`src/rtl/p_to_s_pkg.sv`:
```
// Shared definitions for the parallel-to-serial converter: default width,
// bit-counter sizing and the two-state shifter FSM encoding.
package p_to_s_pkg;

    localparam int DEFAULT_WIDTH = 6;

    typedef enum logic [0:0] {
        IDLE  = 1'b0,
        SHIFT = 1'b1
    } state_t;

    // Bit counter must index 0..width-1 and never be narrower than one bit.
    function automatic int cnt_width(input int width);
        int w;
        w = $clog2(width);
        if (w < 1) begin
            w = 1;
        end else begin
            w = w;
        end
        return w;
    endfunction

endpackage

```
`src/rtl/p_to_s_hold.sv`:
```
// One-entry register slice holding the next parallel word while the shifter
// is busy; in_ready is registered and high exactly when the slot is empty.
module p_to_s_hold
    import p_to_s_pkg::*;
#(
    parameter int WIDTH = DEFAULT_WIDTH
) (
    input  logic             clk,
    input  logic             rst_n,
    input  logic             in_valid,
    output logic             in_ready,
    input  logic [WIDTH-1:0] in_data,
    output logic             out_valid,
    input  logic             out_ready,
    output logic [WIDTH-1:0] out_data
);

    logic             full_r;
    logic             full_nxt_s;
    logic             ready_r;
    logic             wr_s;
    logic [WIDTH-1:0] data_r;

    // Next occupancy: a write fills the slot, a read empties it; both never coincide.
    always_comb begin
        wr_s = in_valid & ready_r;
        if (wr_s) begin
            full_nxt_s = 1'b1;
        end else if (out_ready) begin
            full_nxt_s = 1'b0;
        end else begin
            full_nxt_s = full_r;
        end
    end

    // Slot storage, full flag and the registered ready that mirrors emptiness.
    always_ff @(posedge clk or negedge rst_n) begin
        if (!rst_n) begin
            full_r  <= 1'b0;
            ready_r <= 1'b0;
            data_r  <= '0;
        end else begin
            full_r  <= full_nxt_s;
            ready_r <= ~full_nxt_s;
            if (wr_s) begin
                data_r <= in_data;
            end else begin
                data_r <= data_r;
            end
        end
    end

    assign in_ready  = ready_r;
    assign out_valid = full_r;
    assign out_data  = data_r;

endmodule

```
`src/rtl/p_to_s.sv`:
```
// Parallel-to-serial converter: a word is shifted out one bit per accepted
// output cycle, with a holding slot so consecutive words leave no bubble.
module p_to_s
    import p_to_s_pkg::*;
#(
    parameter int WIDTH     = DEFAULT_WIDTH,
    parameter bit LSB_FIRST = 1'b1
) (
    input  logic             clk,
    input  logic             rst_n,
    input  logic             valid_a,
    input  logic [WIDTH-1:0] data_a,
    output logic             ready_a,
    output logic             valid_b,
    output logic             data_b,
    output logic             last_b,
    input  logic             ready_b
);

    localparam int              CNT_W    = cnt_width(WIDTH);
    localparam logic [CNT_W-1:0] LAST_CNT = CNT_W'(WIDTH - 1);

    state_t           state_r;
    state_t           state_nxt_s;
    logic [WIDTH-1:0] shift_r;
    logic [WIDTH-1:0] shift_nxt_s;
    logic [WIDTH-1:0] shift_adv_s;
    logic [CNT_W-1:0] cnt_r;
    logic [CNT_W-1:0] cnt_nxt_s;
    logic             last_r;
    logic             in_fire_s;
    logic             out_fire_s;
    logic             last_fire_s;
    logic             hold_wr_s;
    logic             hold_rd_s;
    logic             hold_full_s;
    logic [WIDTH-1:0] hold_data_s;

    p_to_s_hold #(
        .WIDTH(WIDTH)
    ) u_hold (
        .clk      (clk),
        .rst_n    (rst_n),
        .in_valid (hold_wr_s),
        .in_ready (ready_a),
        .in_data  (data_a),
        .out_valid(hold_full_s),
        .out_ready(hold_rd_s),
        .out_data (hold_data_s)
    );

    assign in_fire_s   = valid_a & ready_a;
    assign out_fire_s  = valid_b & ready_b;
    assign last_fire_s = out_fire_s & last_r;
    assign shift_adv_s = LSB_FIRST ? {1'b0, shift_r[WIDTH-1:1]} : {shift_r[WIDTH-2:0], 1'b0};

    // Next-state logic: load, advance, reload from the slot or bypass on the last bit.
    always_comb begin
        state_nxt_s = state_r;
        shift_nxt_s = shift_r;
        cnt_nxt_s   = cnt_r;
        hold_wr_s   = 1'b0;
        hold_rd_s   = 1'b0;
        case (state_r)
            IDLE: begin
                if (in_fire_s) begin
                    shift_nxt_s = data_a;
                    cnt_nxt_s   = '0;
                    state_nxt_s = SHIFT;
                end else begin
                    state_nxt_s = IDLE;
                end
            end
            SHIFT: begin
                // An input arriving with the last bit bypasses the empty slot.
                hold_wr_s = in_fire_s & ~last_fire_s;
                if (last_fire_s) begin
                    cnt_nxt_s = '0;
                    if (hold_full_s) begin
                        shift_nxt_s = hold_data_s;
                        hold_rd_s   = 1'b1;
                    end else if (in_fire_s) begin
                        shift_nxt_s = data_a;
                    end else begin
                        shift_nxt_s = '0;
                        state_nxt_s = IDLE;
                    end
                end else if (out_fire_s) begin
                    shift_nxt_s = shift_adv_s;
                    cnt_nxt_s   = cnt_r + CNT_W'(1);
                end else begin
                    state_nxt_s = SHIFT;
                end
            end
            default: begin
                state_nxt_s = IDLE;
                shift_nxt_s = '0;
                cnt_nxt_s   = '0;
            end
        endcase
    end

    // State, shifter, counter and last-bit flag registers.
    always_ff @(posedge clk or negedge rst_n) begin
        if (!rst_n) begin
            state_r <= IDLE;
            shift_r <= '0;
            cnt_r   <= '0;
            last_r  <= 1'b0;
        end else begin
            state_r <= state_nxt_s;
            shift_r <= shift_nxt_s;
            cnt_r   <= cnt_nxt_s;
            last_r  <= (cnt_nxt_s == LAST_CNT);
        end
    end

    assign valid_b = (state_r == SHIFT);
    assign data_b  = LSB_FIRST ? shift_r[0] : shift_r[WIDTH-1];
    assign last_b  = last_r;

endmodule

```
`config.mk`:
```
export PLATFORM = sky130hd
export DESIGN_NAME = p_to_s
export DESIGN_NICKNAME = d
export VERILOG_FILES = /design/src/rtl/p_to_s_pkg.sv /design/src/rtl/p_to_s_hold.sv /design/src/rtl/p_to_s.sv
export SDC_FILE = /design/constraint.sdc
export NUM_CORES = 1
export LEC_CHECK = 0
export CAP_MARGIN = 20
export CORE_AREA = 10 10 73 75
export DETAILED_ROUTE_END_ITERATION = 8
export DIE_AREA = 0 0 83 85
export DONT_BUFFER_PORTS = 1
export GPL_ROUTABILITY_DRIVEN = 0
export PLACE_DENSITY = 0.36
export SLEW_MARGIN = 20
export SYNTH_ARGS = -nofsm -noshare
export SYNTH_HDL_FRONTEND = slang
export SYNTH_SLANG_ARGS = --single-unit
```
`constraint.sdc`:
```
create_clock -name clk -period 1.9 [get_ports clk]
set_input_delay 0.19 -clock clk [delete_from_list [all_inputs] [get_ports clk]]
set_output_delay 0.19 -clock clk [all_outputs]
set_load 0.005 [all_outputs]
```
* Yosys cells after proc, flatten, opt, wreduce, memory -nomap -nowiden *
Index checks and enable logic that the tools add are counted.

storage, ports and cells
  flip-flop bits (word level) = 19
  logic and storage cells = 40
  output and inout port bits = 4

operators by class
  equality and inequality tests = 3
  mux-type cells = 20
  bitwise operators = 8
  add/sub/neg operators = 1
  reductions and logical operators = 1

operators with widths
  cell                                            number
  2-to-1 mux 6 bit                                5
  one-hot mux 6 bit (2 select lines)              1
  2-to-1 mux 1 bit                                9
  2-to-1 mux 3 bit                                3
  one-hot mux 3 bit (2 select lines)              1
  AND 1 bit                                       5
  adder 3 x 1 -> 3 bit (second input constant)    1
  == test 3 bit (second input constant)           1
  != test 3 x 1 -> 1 bit (second input constant)  1
  NOT 1 bit                                       3
  != test 2 bit (second input constant)           1
  one-hot mux 1 bit (2 select lines)              1
  AND reduction 2 bit                             1

* Logic depth before layout (Yosys ltp) *
  word-level depth = 8
  gate-level depth with buffers = 5
  gate-level depth less buffers = 5

* Modules after synthesis *
Synthesis repeated with hierarchy kept, for this count alone.

second synthesis, totals
  cells, all modules = 82
  area total of the unflattened synthesis = 967.2 µm²

by module, submodules not included
  module       times used  area each (µm²)  cells an instance
  p_to_s       1           649.4            64
  p_to_s_hold  1           317.8            18

* Least setup slack after synthesis *
No wires, ideal clock.

  path type = register to register
  start point = register state_r, in the netlist valid_b
  end point = register shift_r[1]
  buffers on the path = 0
  setup time = 0.133 ns
  path slack = 0.572 ns
  clock period less this slack = 1.328 ns
  arrival = 1.195 ns
  required time = 1.767 ns
  stages on the path, launching flop included = 5
  cells stage by stage = dfrtp_1 -> and2_1 -> and3_1 -> a222oi_1 -> a31oi_1

on the way
  word-level cells in the longest chain between the ends = 4

ends and longest elaborated chain
  item                                                                       line           text
  from (decl)                                                                p_to_s.sv:23   state_t state_r;
  from (signal assigned)                                                     p_to_s.sv:111  state_r <= state_nxt_s;
  AND 1 bit                                                                  p_to_s.sv:53   assign out_fire_s = valid_b & ready_b;
  AND 1 bit                                                                  p_to_s.sv:54   assign last_fire_s = out_fire_s & last_r;
  2-to-1 mux 6 bit or != test 3 x 1 -> 1 bit (tied branches)                 --
  one-hot mux 6 bit (2 select lines) or AND reduction 2 bit (tied branches)  --
  to (signal assigned)                                                       p_to_s.sv:112  shift_r <= shift_nxt_s;
  to (decl)                                                                  p_to_s.sv:25   logic [WIDTH-1:0] shift_r;

Parallel ways exist; a longest one is shown, timed or not.
A chain may end at the register's enable or synchronous reset.

* Worst setup path in the final report *
  start point = register state_r, in the netlist valid_b
  end point = register shift_r[0]

The elaborated chain is that of the path after synthesis.

==> results.sh <==
export IMPL_period_share_pct=83.7
export IMPL_synth_area_per_cell_um2=10.5
export IMPL_io_buffer_count=0
export IMPL_pre_cts_slack_ns=0.348
export IMPL_ys_seq_elements=19
export IMPL_powerDensity_nw_per_um2=1550
export IMPL_endpoint_kind="flop"
export IMPL_syn_area_um2=935
export IMPL_clockBufferDepth=2
export IMPL_start_util_pct=23.9
export IMPL_fmax_mhz=629
export IMPL_ios=14
export IMPL_dp_hpwl_um=1660
export IMPL_synth_most_common_cell="dfrtp_1"
export IMPL_wl_per_cell_um=15.5
export IMPL_post_cts_resized=0
export IMPL_grt_max_degree=20
export IMPL_fillers=445
export IMPL_path_class="flop to flop"
export IMPL_cts_clk_slew_worst_paths_ns=0.07
export IMPL_yosys_warnings=0
export IMPL_slew_violations=0
export IMPL_synth_top_area_share_pct=50.9
export IMPL_relSlewSlack_pct=42.9
export IMPL_critical_path_cell_chain="and2_1 > and3_1 > a222oi_1 > nor2_1"
export IMPL_die_w_um=83
export IMPL_ant_nets=0
export IMPL_hold_viol_final=0
export IMPL_ys_seq_area_share_pct=50.9
export IMPL_grt_util_all_layers_pct=6.62
export IMPL_drc=0
export IMPL_synth_edff_count=0
export IMPL_fp_dieArea_um2=7060
export IMPL_drt_total_wl_um=2240
export IMPL_core_area_um2=3910
export IMPL_synthesis_nets=100
export IMPL_rsz0062_at_grt="false"
export IMPL_async_flop_share_pct=100
export IMPL_peakVddDrop_mv=0.466
export IMPL_fp_row_count=23
export IMPL_fin_crit_ns=1.59
export IMPL_grt_overflow_total=0
export IMPL_finalSetupTns_ns=0
export IMPL_drive_gt1_share_pct=16.0
export IMPL_htreeDepth=1
export IMPL_synth_flop_cell="dfrtp_1"
export IMPL_maxCapViolations=0
export IMPL_antenna_cells=0
export IMPL_cts_tree="built"
export IMPL_grt_pass1_wl_um=3910
export IMPL_syn_inst=89
export IMPL_path_buf_inv=0
export IMPL_skew_ns=0.00405
export IMPL_vias=710
export IMPL_placed_cells=139
export IMPL_yosysUniqueCellTypes=30
export IMPL_nets=106
export IMPL_finalSetupViolations=0
export IMPL_fp_dieH_um=85
export IMPL_worst_pin_slew_ns=0.853
export IMPL_critPathMaxFanout=10
export IMPL_cts_sinks=19
export IMPL_fin_cells=144
export IMPL_clock_latency_ns=0.26
export IMPL_syn2layout_area_growth_pct=12.9
export IMPL_status="finished, final reports clean"
export IMPL_antenna_found_initial=0
export IMPL_arrival_ns=1.73
export IMPL_grt_pass1_vias=761
export IMPL_critPathTopFamily="simple AND/OR/NAND/NOR gates"
export IMPL_cts_buffers=3
export IMPL_drt_iter0_drc=94
export IMPL_leakagePower_nw=0.441
export IMPL_hp_class="input port to flop"
export IMPL_slowest_delay_ns=0.50
export IMPL_critPathLaunchType="flop"
export IMPL_vias_per_cell=4.93
export IMPL_synth_common_cells="19 x dfrtp_1, 14 x nand2_1, 6 x mux2_2, 6 x o21ai_0"
export IMPL_clockRootBuffer="clkbuf_8"
export IMPL_crit_required_ns=2.04
export IMPL_critPathSlowestCell="dfrtp_1"
export IMPL_total_power_mw=1.63
export IMPL_synthTopCellsByArea="dfrtp_1 51%, mux2_2 7.2%, nand2_1 5.6%, a222oi_1 4.3%, o21ai_0 3.2%"
export IMPL_setup_ws_ns=0.310
export IMPL_yosysTopAreaCell="dfrtp_1"
export IMPL_drtPass1Iterations=5
==> path summary, 6_finish.rpt <==
kind                            depth (start not counted)            endpoint  slack, ns                from
worst max-delay path                                    4          shift_r[0]       0.31             valid_b
worst min-delay path                                    2          shift_r[4]       0.08           data_a[4]
worst max register to register                          4          shift_r[0]       0.31             valid_b
worst min register to register                          1  u_hold.out_data[2]       0.52  u_hold.out_data[2]
max in group asynchronous                               1          shift_r[1]       0.89               rst_n
min in group asynchronous                               1              last_b       0.48               rst_n
==> power breakdown <==
| part | switching (mW) | total (mW) | internal [mW] | leakage [nW] |
|---|---|---|---|---|
| Sequential | 0.156 | 0.751 | 0.595 | 0.224 |
| Combinational | 0.311 | 0.599 | 0.288 | 0.194 |
| Clock | 0.136 | 0.285 | 0.149 | 0.0228 |
==> metal layers <==
layer / GRT usage (%) / up-vias / share of wire, % / wire length [um]
met1: 8.08 / 345 / 46 / 1030
li1: - / 342 / - / -
met4: 3.87 / 0 / 1.8 / 40
met3: 1.82 / 5 / 4.8 / 107
met2: 10.2 / 18 / 47 / 1050
met5: 0 / - / 0 / 0
==> per-stage QoR <==
stage                     instance area, um2  util [%]  hold slack, ns
after global routing                    1050      27.0          0.0793
after CTS                               1050      27.0          0.0758
after detailed placement                1000      25.5          -0.105
after floorplan                          935         -          -0.106
final                                   1050      27.0          0.0754
after global placement                  1000      25.5          -0.105
==> kinds of logic (layout without fill, tap and decap cells) <==
kind of cell,Yosys count,after routing,synth area share [%]
AOI/OAI and AO/OA,23,23,19.3
and+or+nand+nor,32,32,17.5
DFF,19,19,50.9
muxes,6,6,7.23
buffers and inverters,8,13,3.75
adders and majority gates,1,1,1.34
==> timing repair <==
item                      in CTS  in global routing
buffers inserted               0                  0
hold endpoints to repair      19                  0
hold buffers                   1                  0
==> area by class of cell <==
cell class | count | area [um2] | share of cell area [%]
Multi-Input combinational cell | 62 | 424 | 40.2
Timing Repair Buffer | 3 | 25.0 | 2.37
Inverter | 6 | 22.5 | 2.14
Tap cell | 50 | 62.6 | 5.93
Sequential cell | 19 | 475 | 45.1
Clock buffer | 4 | 45.0 | 4.27
==> worst register-to-register path, stage by stage, from the launching register on <==
cell,delay [ns]
dfrtp_1,0.50
and2_1,0.27
and3_1,0.24
a222oi_1,0.39
nor2_1,0.07
==> registers in the layout, indices dropped and copies added (netlist names) <==
| signal | flops |
|---|---|
| u_hold.out_valid | 1 |
| last_b | 1 |
| shift_r | 6 |
| u_hold.out_data | 6 |
| u_hold.in_ready | 1 |
| valid_b | 1 |
| cnt_r | 3 |
==> cells in the final DEF (no fill, tap or decap), types with 2 or more instances in the layout <==
master,n
and2_1,2
a21oi_1,2
inv_1,5
mux2_2,6
nor2_1,5
dfrtp_1,19
nand3_1,2
buf_4,2
a222oi_1,4
clkbuf_8,3
o21ai_0,6
and3_1,2
nand2_1,14
a31oi_1,4
Power figures use the tool's default switching activity.
